[config.mk]
export PLATFORM = sky130hd
export DESIGN_NAME = fetch_pc_predict_flat
export DESIGN_NICKNAME = d
export VERILOG_FILES = /design/src/rtl/fetch_pc_predict_pkg.sv /design/src/rtl/fetch_pc_predict_if.sv /design/src/rtl/fetch_pc_predict_btb_array.sv /design/src/rtl/fetch_pc_predict.sv /design/src/flat_wrapper.sv
export SDC_FILE = /design/constraint.sdc
export NUM_CORES = 1
export LEC_CHECK = 0
export ABC_AREA = 1
export CORE_ASPECT_RATIO = 1.2
export CORE_MARGIN = 10
export CORE_UTILIZATION = 45
export CTS_CLUSTER_SIZE = 30
export DETAILED_ROUTE_END_ITERATION = 16
export PLACE_DENSITY = 0.69
export SYNTH_ARGS = -nofsm -noshare
export SYNTH_HDL_FRONTEND = slang
export SYNTH_HIERARCHICAL = 1
export SYNTH_SLANG_ARGS = --single-unit
[constraint.sdc]
create_clock -name clk -period 6.5 [get_ports clk]
set_input_delay 1.3 -clock clk [delete_from_list [all_inputs] [get_ports clk]]
set_output_delay 1.3 -clock clk [all_outputs]
set_load 0.005 [all_outputs]
[src/rtl/fetch_pc_predict_pkg.sv]
// Shared fetch-stage constants and the next-PC source encoding.
package fetch_pc_predict_pkg;

    localparam int unsigned PC_W     = 32;
    localparam int unsigned PC_INC   = 4;
    localparam int unsigned RESET_PC = 0;
    // Fetch is word aligned, so the two low PC bits never take part in BTB indexing.
    localparam int unsigned IDX_LSB  = 2;

    typedef enum logic [1:0] {
        NPC_REDIRECT,
        NPC_HOLD,
        NPC_PREDICT,
        NPC_SEQ
    } npc_sel_e;

endpackage

[src/rtl/fetch_pc_predict_if.sv]
// IF/ID-side signals of the next-PC generator; master is the fetch unit.
interface fetch_pc_predict_if #(
    parameter int unsigned PC_W = fetch_pc_predict_pkg::PC_W
);

    logic            stall;
    logic            take;
    logic [PC_W-1:0] pc;
    logic            id_branch;
    logic            id_taken;
    logic [PC_W-1:0] id_target;
    logic [PC_W-1:0] id_pc;
    logic            flush;
    logic            bp_update;
    logic            bp_taken;

    modport master (
        input  stall, take, id_branch, id_taken, id_target, id_pc,
        output pc, flush, bp_update, bp_taken
    );

    modport slave (
        output stall, take, id_branch, id_taken, id_target, id_pc,
        input  pc, flush, bp_update, bp_taken
    );

endinterface

[src/rtl/fetch_pc_predict_btb_array.sv]
// Direct-mapped BTB storage: async-cleared valid bits, combinational read, synchronous write.
module btb_array #(
    parameter int unsigned PC_W  = 32,
    parameter int unsigned IDX_W = 4,
    parameter int unsigned TAG_W = PC_W - IDX_W - 2
) (
    input  logic             clk,
    input  logic             rst,
    input  logic [IDX_W-1:0] rd_idx_i,
    output logic             rd_valid_o,
    output logic [TAG_W-1:0] rd_tag_o,
    output logic [PC_W-1:0]  rd_target_o,
    input  logic             we_i,
    input  logic [IDX_W-1:0] wr_idx_i,
    input  logic [TAG_W-1:0] wr_tag_i,
    input  logic [PC_W-1:0]  wr_target_i
);

    localparam int unsigned ENTRIES = 2 ** IDX_W;

    logic [ENTRIES-1:0] valid_q, valid_d;
    logic [TAG_W-1:0]   tag_q    [ENTRIES];
    logic [PC_W-1:0]    target_q [ENTRIES];

    always_comb begin
        valid_d = valid_q;
        if (we_i) begin
            valid_d[wr_idx_i] = 1'b1;
        end
    end

    always_ff @(posedge clk or negedge rst) begin
        if (!rst) begin
            valid_q <= '0;
        end else begin
            valid_q <= valid_d;
        end
    end

    // Tag/target need no reset: they are only trusted behind a set valid bit.
    always_ff @(posedge clk) begin
        if (we_i) begin
            tag_q[wr_idx_i]    <= wr_tag_i;
            target_q[wr_idx_i] <= wr_target_i;
        end
    end

    assign rd_valid_o  = valid_q[rd_idx_i];
    assign rd_tag_o    = tag_q[rd_idx_i];
    assign rd_target_o = target_q[rd_idx_i];

endmodule

[src/rtl/fetch_pc_predict.sv]
// IF-stage next-PC generator: PC register, BTB lookup, ID-side prediction check and redirect.
module fetch_pc_predict #(
    parameter  int unsigned PC_W  = fetch_pc_predict_pkg::PC_W,
    parameter  int unsigned IDX_W = 4,
    localparam int unsigned TAG_W = PC_W - IDX_W - 2
) (
    input  logic               clk,
    input  logic               rst,
    fetch_pc_predict_if.master bus
);

    import fetch_pc_predict_pkg::*;

    localparam int unsigned TAG_LSB = IDX_LSB + IDX_W;

    logic [PC_W-1:0]  pc_q, pc_d;
    logic             id_pred_taken_q, id_pred_taken_d;
    logic [PC_W-1:0]  id_pred_target_q, id_pred_target_d;

    logic             rd_valid;
    logic [TAG_W-1:0] rd_tag;
    logic [PC_W-1:0]  rd_target;
    logic             if_pred_taken;
    logic [PC_W-1:0]  if_pred_target;
    logic             mispredict;
    npc_sel_e         npc_sel;

    btb_array #(
        .PC_W  (PC_W),
        .IDX_W (IDX_W),
        .TAG_W (TAG_W)
    ) u_btb (
        .clk         (clk),
        .rst         (rst),
        .rd_idx_i    (pc_q[TAG_LSB-1:IDX_LSB]),
        .rd_valid_o  (rd_valid),
        .rd_tag_o    (rd_tag),
        .rd_target_o (rd_target),
        .we_i        (bus.id_branch && bus.id_taken),
        .wr_idx_i    (bus.id_pc[TAG_LSB-1:IDX_LSB]),
        .wr_tag_i    (bus.id_pc[PC_W-1:TAG_LSB]),
        .wr_target_i (bus.id_target)
    );

    always_comb begin
        if_pred_taken  = rd_valid && (rd_tag == pc_q[PC_W-1:TAG_LSB]) && bus.take;
        if_pred_target = rd_target;
        mispredict     = bus.id_branch &&
                         ((bus.id_taken != id_pred_taken_q) ||
                          (bus.id_taken && (bus.id_target != id_pred_target_q)));
    end

    // A mispredict outranks stall so the redirect and ID bubble are never lost.
    always_comb begin
        npc_sel          = NPC_SEQ;
        pc_d             = pc_q + PC_W'(PC_INC);
        id_pred_taken_d  = if_pred_taken;
        id_pred_target_d = if_pred_target;

        if (mispredict) begin
            npc_sel = NPC_REDIRECT;
        end else if (bus.stall) begin
            npc_sel = NPC_HOLD;
        end else if (if_pred_taken) begin
            npc_sel = NPC_PREDICT;
        end

        unique case (npc_sel)
            NPC_REDIRECT: begin
                pc_d             = bus.id_taken ? bus.id_target : bus.id_pc + PC_W'(PC_INC);
                id_pred_taken_d  = 1'b0;
                id_pred_target_d = '0;
            end
            NPC_HOLD: begin
                pc_d             = pc_q;
                id_pred_taken_d  = id_pred_taken_q;
                id_pred_target_d = id_pred_target_q;
            end
            NPC_PREDICT: pc_d = if_pred_target;
            NPC_SEQ: ;
        endcase
    end

    always_ff @(posedge clk or negedge rst) begin
        if (!rst) begin
            pc_q             <= PC_W'(RESET_PC);
            id_pred_taken_q  <= 1'b0;
            id_pred_target_q <= '0;
        end else begin
            pc_q             <= pc_d;
            id_pred_taken_q  <= id_pred_taken_d;
            id_pred_target_q <= id_pred_target_d;
        end
    end

    assign bus.pc        = pc_q;
    assign bus.flush     = mispredict;
    assign bus.bp_update = bus.id_branch;
    assign bus.bp_taken  = bus.id_taken;

endmodule

[src/flat_wrapper.sv]
// flat-port wrapper written by rule: the top's interface ports become plain ports
module fetch_pc_predict_flat import fetch_pc_predict_pkg::*;
#(
    parameter  int unsigned PC_W  = fetch_pc_predict_pkg::PC_W,
    parameter  int unsigned IDX_W = 4,
    localparam int unsigned TAG_W = PC_W - IDX_W - 2
)
  (clk, rst, bus_stall, bus_take, bus_id_branch, bus_id_taken, bus_id_target, bus_id_pc, bus_pc, bus_flush, bus_bp_update, bus_bp_taken);
  fetch_pc_predict_if #(.PC_W(PC_W)) bus_i ();
  input  logic clk;
  input  logic rst;
  input wire logic [$bits(bus_i.stall)-1:0] bus_stall;
  input wire logic [$bits(bus_i.take)-1:0] bus_take;
  input wire logic [$bits(bus_i.id_branch)-1:0] bus_id_branch;
  input wire logic [$bits(bus_i.id_taken)-1:0] bus_id_taken;
  input wire logic [$bits(bus_i.id_target)-1:0] bus_id_target;
  input wire logic [$bits(bus_i.id_pc)-1:0] bus_id_pc;
  output wire logic [$bits(bus_i.pc)-1:0] bus_pc;
  output wire logic [$bits(bus_i.flush)-1:0] bus_flush;
  output wire logic [$bits(bus_i.bp_update)-1:0] bus_bp_update;
  output wire logic [$bits(bus_i.bp_taken)-1:0] bus_bp_taken;
  assign bus_i.stall = bus_stall;
  assign bus_i.take = bus_take;
  assign bus_i.id_branch = bus_id_branch;
  assign bus_i.id_taken = bus_id_taken;
  assign bus_i.id_target = bus_id_target;
  assign bus_i.id_pc = bus_id_pc;
  assign bus_pc = bus_i.pc;
  assign bus_flush = bus_i.flush;
  assign bus_bp_update = bus_i.bp_update;
  assign bus_bp_taken = bus_i.bp_taken;
  fetch_pc_predict #(.PC_W(PC_W), .IDX_W(IDX_W)) u_core (.clk(clk), .rst(rst), .bus(bus_i));
endmodule
After elaboration in Yosys (flattened, before gate mapping). Memories as Yosys holds them, arrays and structs flattened. Cells that the tools add are included.

Memories: 2. Bits of input ports: 70. Memory bits (writable): 928. Logic and storage cells: 38. Register bits: 81.

Memory list: u_core.u_btb.target_q (depth 16, bits a word 32, rd ports 1, clocked after memory_dff 0, wr ports 1, line fetch_pc_predict_btb_array.sv:23) `logic [PC_W-1:0] target_q [ENTRIES];`; u_core.u_btb.tag_q (depth 16, bits a word 26, rd ports 1, clocked after memory_dff 0, wr ports 1, line fetch_pc_predict_btb_array.sv:22) `logic [TAG_W-1:0] tag_q [ENTRIES];`.

Reduce and logical (&&, ||, !) cells: 8. $lt $le $gt $ge: 3. Equal/unequal tests: 5. Add/sub/neg operators: 2. Bitwise operators: 1. Muxes and demuxes: 13.

Operators with widths (number): one-hot mux 32 bit (3 select lines) (1); adder 32 x 3 -> 32 bit (second input constant) (2); one-hot mux 32 bit (2 select lines) (1); 2-to-1 mux 32 bit (1); != test 32 bit (1); equality test 26 bit (1); bitwise OR 16 bit (1); < comparator 4 x 5 -> 1 bit (second input constant) (2); logical AND 1 bit (6); 2-to-1 mux 1 bit (5); binary-select mux 1 bit (select 4 bit) (1); demux 1 bit (select 4 bit) (1); >= comparator 4 x 1 -> 1 bit (second input constant) (1); 2-to-1 mux 2 bit (2); equality test 2 x 1 -> 1 bit (second input constant) (1); equality test 2 bit (second input constant) (1); zero test 2 bit (1); one-hot mux 1 bit (2 select lines) (1); logical OR 1 bit (1); != test 1 bit (1).

Logic depth before layout (Yosys ltp).
Depth after elaboration: 9. Depth in mapped cells: 24. Gate-level depth less buffers: 20.

Hierarchy. The synthesis kept the hierarchy.

Modules (own cells, without submodules): btb_array (seq. area each 28267.1 µm², instances 1, cells an instance 3844, area an instance 40363.7 µm²); fetch_pc_predict (seq. area each 1626.6 µm², instances 1, cells an instance 1003, area an instance 5953.2 µm²).

Worst setup path after synthesis. Ideal clock, no wire load.

Path type: input to register. Start point: input bus_id_taken. End point: memory u_core/u_btb/tag_q[0][0] (netlist name), enable pin. Library setup time: 0.474 ns. Path buffers: 2. Arrival time: 4.667 ns. Path slack: 1.358 ns. Stages on the path: 6. Data required time: 6.026 ns. Cell sequence: clkbuf_1 clkbuf_1 nand2_1 inv_1 nand3_1 nor2_1.

Word-level cells in the longest chain between the ends: 3.

Ends and longest elaborated chain: start: declaration (line flat_wrapper.sv:15) `input wire logic [$bits(bus_i.id_taken)-1:0] bus_id_taken;`; logical AND 1 bit (line fetch_pc_predict.sv:39) `.we_i (bus.id_branch && bus.id_taken),`; 2-to-1 mux 1 bit (line fetch_pc_predict_btb_array.sv:42) `if (we_i) begin`; 2-to-1 mux 1 bit (implied by the code) (line fetch_pc_predict_btb_array.sv:43) `tag_q[wr_idx_i] <= wr_tag_i;`; end: declaration (line fetch_pc_predict_btb_array.sv:22).

Every way passes these cells.

Worst setup path after layout.
Start point: input bus_id_target[3]. End point: output bus_flush.

Word-level cells in the longest chain between the ends: 4.

Ends and longest elaborated chain: start: declaration (line flat_wrapper.sv:16) `input wire logic [$bits(bus_i.id_target)-1:0] bus_id_target;`; != test 32 bit (line fetch_pc_predict.sv:50) `(bus.id_taken && (bus.id_target != id_pred_target_q)));`; logical AND 1 bit (line fetch_pc_predict.sv:50); logical OR 1 bit (line fetch_pc_predict.sv:49) `((bus.id_taken != id_pred_taken_q) ||`; logical AND 1 bit (line fetch_pc_predict.sv:48) `mispredict = bus.id_branch &&`; end: declaration (line flat_wrapper.sv:19) `output wire logic [$bits(bus_i.flush)-1:0] bus_flush;`.

Every way passes these cells.

==> impl_metrics.tcl <==
set metrics [dict create \
    first_iter_violations 4233 \
    multiInputGateArea_um2 12200 \
    drive_gt1_frac 0.0542 \
    die-area_um2 116000 \
    boundaryPins 105 \
    crit_buf_inv 4 \
    grt_max_degree 122 \
    synth_fp_nets 4919 \
    gr-total-overflow 0 \
    tns_ns 0 \
    synthCells 4847 \
    power_mw 16.4 \
    powerDensity_nw_per_um2 316 \
    fin_worst_skew_ns 0.0502 \
    dieWidth_um 313 \
    crit_arrival_ns 4.42 \
    die_y_um 371 \
    critPathMaxStageDelay_ns 0.86 \
    slew_headroom 0.211 \
    cts_sinks 1009 \
    post_cts_resize_count 0 \
    critPathLaunchType "primary input" \
    cp.required_ns 5.20 \
    fill_cells 8902 \
    clk_pin_slew_ns 0.06 \
    min_period_ns 5.72 \
    cp_slowest_cell "clkdlybuf4s50_1" \
    ys_ff_latch 1009 \
    crit_type "in2out" \
    ir_drop_mv 0.218 \
    hold_buffers 0 \
    avgRoutedWirePerCell_um 21.1 \
    fmax_mhz 175 \
    crit_top_cell "nand2_1" \
    antenna_found_initial 7 \
    route.detailed.drc 0 \
    nNetsFinal 4987 \
    area_growth_pct 12.4 \
    instances_no_fill 6363 \
    vias_per_cell 5.35 \
    cp-end-kind "output pin" \
    dp_worst_setup_slack_ns 0.821 \
    final_cell_area_um2 52100 \
    ys_warn_count 6 \
    ys_seq_area_frac 0.645 \
    rsz0062_at_grt "no" \
    syn_area_per_cell_um2 9.56 \
    cts_buffer_depth 3 \
    yosysUniqueCellTypes 36 \
    cts_root_buf "clkbuf_16" \
    dp.cells 6179 \
    hold_viol 0 \
    hpwlAfterDp_mm 77.4 \
    grt_pass1_vias 32300 \
    fin_util 0.511 \
    hold_class "reg2reg" \
    gr-usage-all-layers 0.226 \
    setup_violations 0 \
    post_cts_buffers 0 \
    place_congestion 0.958 \
    outcome "completed" \
    rows 128 \
    core-area_um2 102000 \
    vias 34000 \
    numPortBuffers 104 \
    drtPass1Iterations 6 \
    path_max_fanout 25 \
    numCtsBuffers 99 \
    leakagePower_nw 22.2 \
    cap_violations 0 \
    cp_cell_sequence "clkdlybuf4s50_1 > nand2_1 > nand2_1 > inv_1 > nand3_1 > nor2_1 > nand2_1 > nor2_1 > nand2_1 > nand2_4 > inv_1 > clkdlybuf4s50_1" \
    synthesis.area_um2 46300 \
    placed_area_um2 48900 \
    routed_wl_mm 135 \
    clkLatencyLatePin_ns 0.69 \
    reg2reg_slack_ns 1.88 \
    start_util 0.455 \
    timing.final.crit_share 0.879 \
    drv_slew 0 \
    regArea_um2 29900 \
    worst_slack_ns 0.784 \
    htreeDepth 3 \
    path_delay_family "buffers and inverters" \
    cts_tree "yes" \
    grt_pass1_wl_mm 201 \
    fin_hold_ws_ns 0.455 \
    worst_slew_pin_slew_ns 1.18 \
    postRouteAntennaNets 0 \
]
## final timing paths
| path | cells after the start | from | end |
|---|---|---|---|
| worst min-delay path | 2 | u_core/u_btb/valid_q[8] | u_core/u_btb/valid_q[8] |
| worst max register to register | 16 | u_core/bus.pc[2] | u_core/bus.pc[22] |
| worst max-delay path | 12 | bus_id_target[3] | bus_flush |
| max in group asynchronous | 2 | rst | u_core/bus.pc[4] |
| min in group asynchronous | 1 | rst | u_core/id_pred_target_q[8] |
| worst min register to register | 2 | u_core/u_btb/valid_q[8] | u_core/u_btb/valid_q[8] |
## cells in the mapped netlist, drive strengths merged
cell	instances	area [um^2]
nand2	1624	6110
edfxtp	928	27900
inv	827	3110
nand3	793	3970
buf	177	1000
nor2	110	428
o21ai	83	415
dfrtp	81	2030
clkbuf	57	216
nand4	32	200
xnor2	29	254
xor2	28	245
nor3	24	125
a21oi	14	70.1
o211ai	11	82.6
or2	8	50.1
and2	4	25.0
nor4	4	25.0
o22ai	4	25.0
nand3b	3	22.5
a21boi	2	15.0
ha	2	25.0
a21o	1	7.51
o21a	1	7.51
## final cells by class
| cell class | count | area share |
|---|---|---|
| timing repair buffer | 201 | 0.0370 |
| clock buffer | 130 | 0.0508 |
| inverter | 827 | 0.0600 |
| tap | 1365 | 0.0328 |
| sequential | 1009 | 0.574 |
| multi-input combinational | 2777 | 0.235 |
| clock inverter | 52 | 0.0104 |
| antenna | 2 | 0.0000961 |
## placed cells by master (no fill, tap or decap), drive strengths merged
| cell | n |
|---|---|
| inv | 828 |
| nand2 | 1624 |
| ha | 2 |
| or2 | 8 |
| buf | 99 |
| nor4 | 4 |
| dfrtp | 81 |
| o211ai | 11 |
| nor2 | 110 |
| a21oi | 14 |
| xor2 | 28 |
| clkinv | 41 |
| o22ai | 4 |
| nor3 | 24 |
| clkinvlp | 1 |
| bufinv | 9 |
| o21a | 1 |
| nand3b | 3 |
| edfxtp | 928 |
| a21o | 1 |
| nand4 | 32 |
| nand3 | 793 |
| diode | 2 |
| xnor2 | 29 |
| a21boi | 2 |
| and2 | 4 |
| o21ai | 83 |
| clkbuf | 130 |
| clkdlybuf4s50 | 102 |
## logic make-up (layout without fill, tap and decap cells)
family / Yosys count / in the layout / synth area share
simple gates: 2602 / 2602 / 0.236
buf+inv: 1061 / 1210 / 0.0934
flops: 1009 / 1009 / 0.645
compound gates: 116 / 116 / 0.0135
xor+xnor: 57 / 57 / 0.0108
fa+ha+maj: 2 / 2 / 0.000540
other cells: 0 / 2 / 0
## worst register-to-register path: stages (launching register included)
cell and delay [ns]:
dfrtp_4 0.85, buf_4 0.87, nand2_1 0.22, nand3_1 0.12, nand3_1 0.09, nand3_1 0.16
nand2_1 0.12, xnor2_1 0.31, nand4_1 0.15, nor2_1 0.11, nand2_1 0.09, nor2_4 0.42
inv_4 0.24, nand2_2 0.43, o21ai_0 0.18, nor2_1 0.12, nor2_1 0.05
## routing by layer
| metal | share of wire | up-vias | track usage | wire length, um |
|---|---|---|---|---|
| li1 | - | 15700 | - | - |
| met1 | 0.40 | 16300 | 0.298 | 53300 |
| met2 | 0.47 | 1723 | 0.366 | 63000 |
| met3 | 0.097 | 312 | 0.0405 | 13000 |
| met4 | 0.038 | 10 | 0.0912 | 5150 |
| met5 | 0.00054 | - | 0 | 72 |
## sequential cells by signal, indices dropped and copies added, names as in the netlist
signal                   cells
u_core/bus.pc               32
u_core/u_btb/valid_q        16
u_core/id_pred_taken_q       1
u_core/u_btb/target_q      512
u_core/id_pred_target_q     32
u_core/u_btb/tag_q         416
## report_power, final
group          switching (mW)  total [mW]  leakage, nW  internal [mW]
registers               0.299        7.56         9.31           7.26
clock network            2.43        5.66         1.55           3.23
logic                    2.26        3.22         11.3          0.961
total                    5.00        16.4         22.2           11.4
Power figures use the tool's default switching activity.
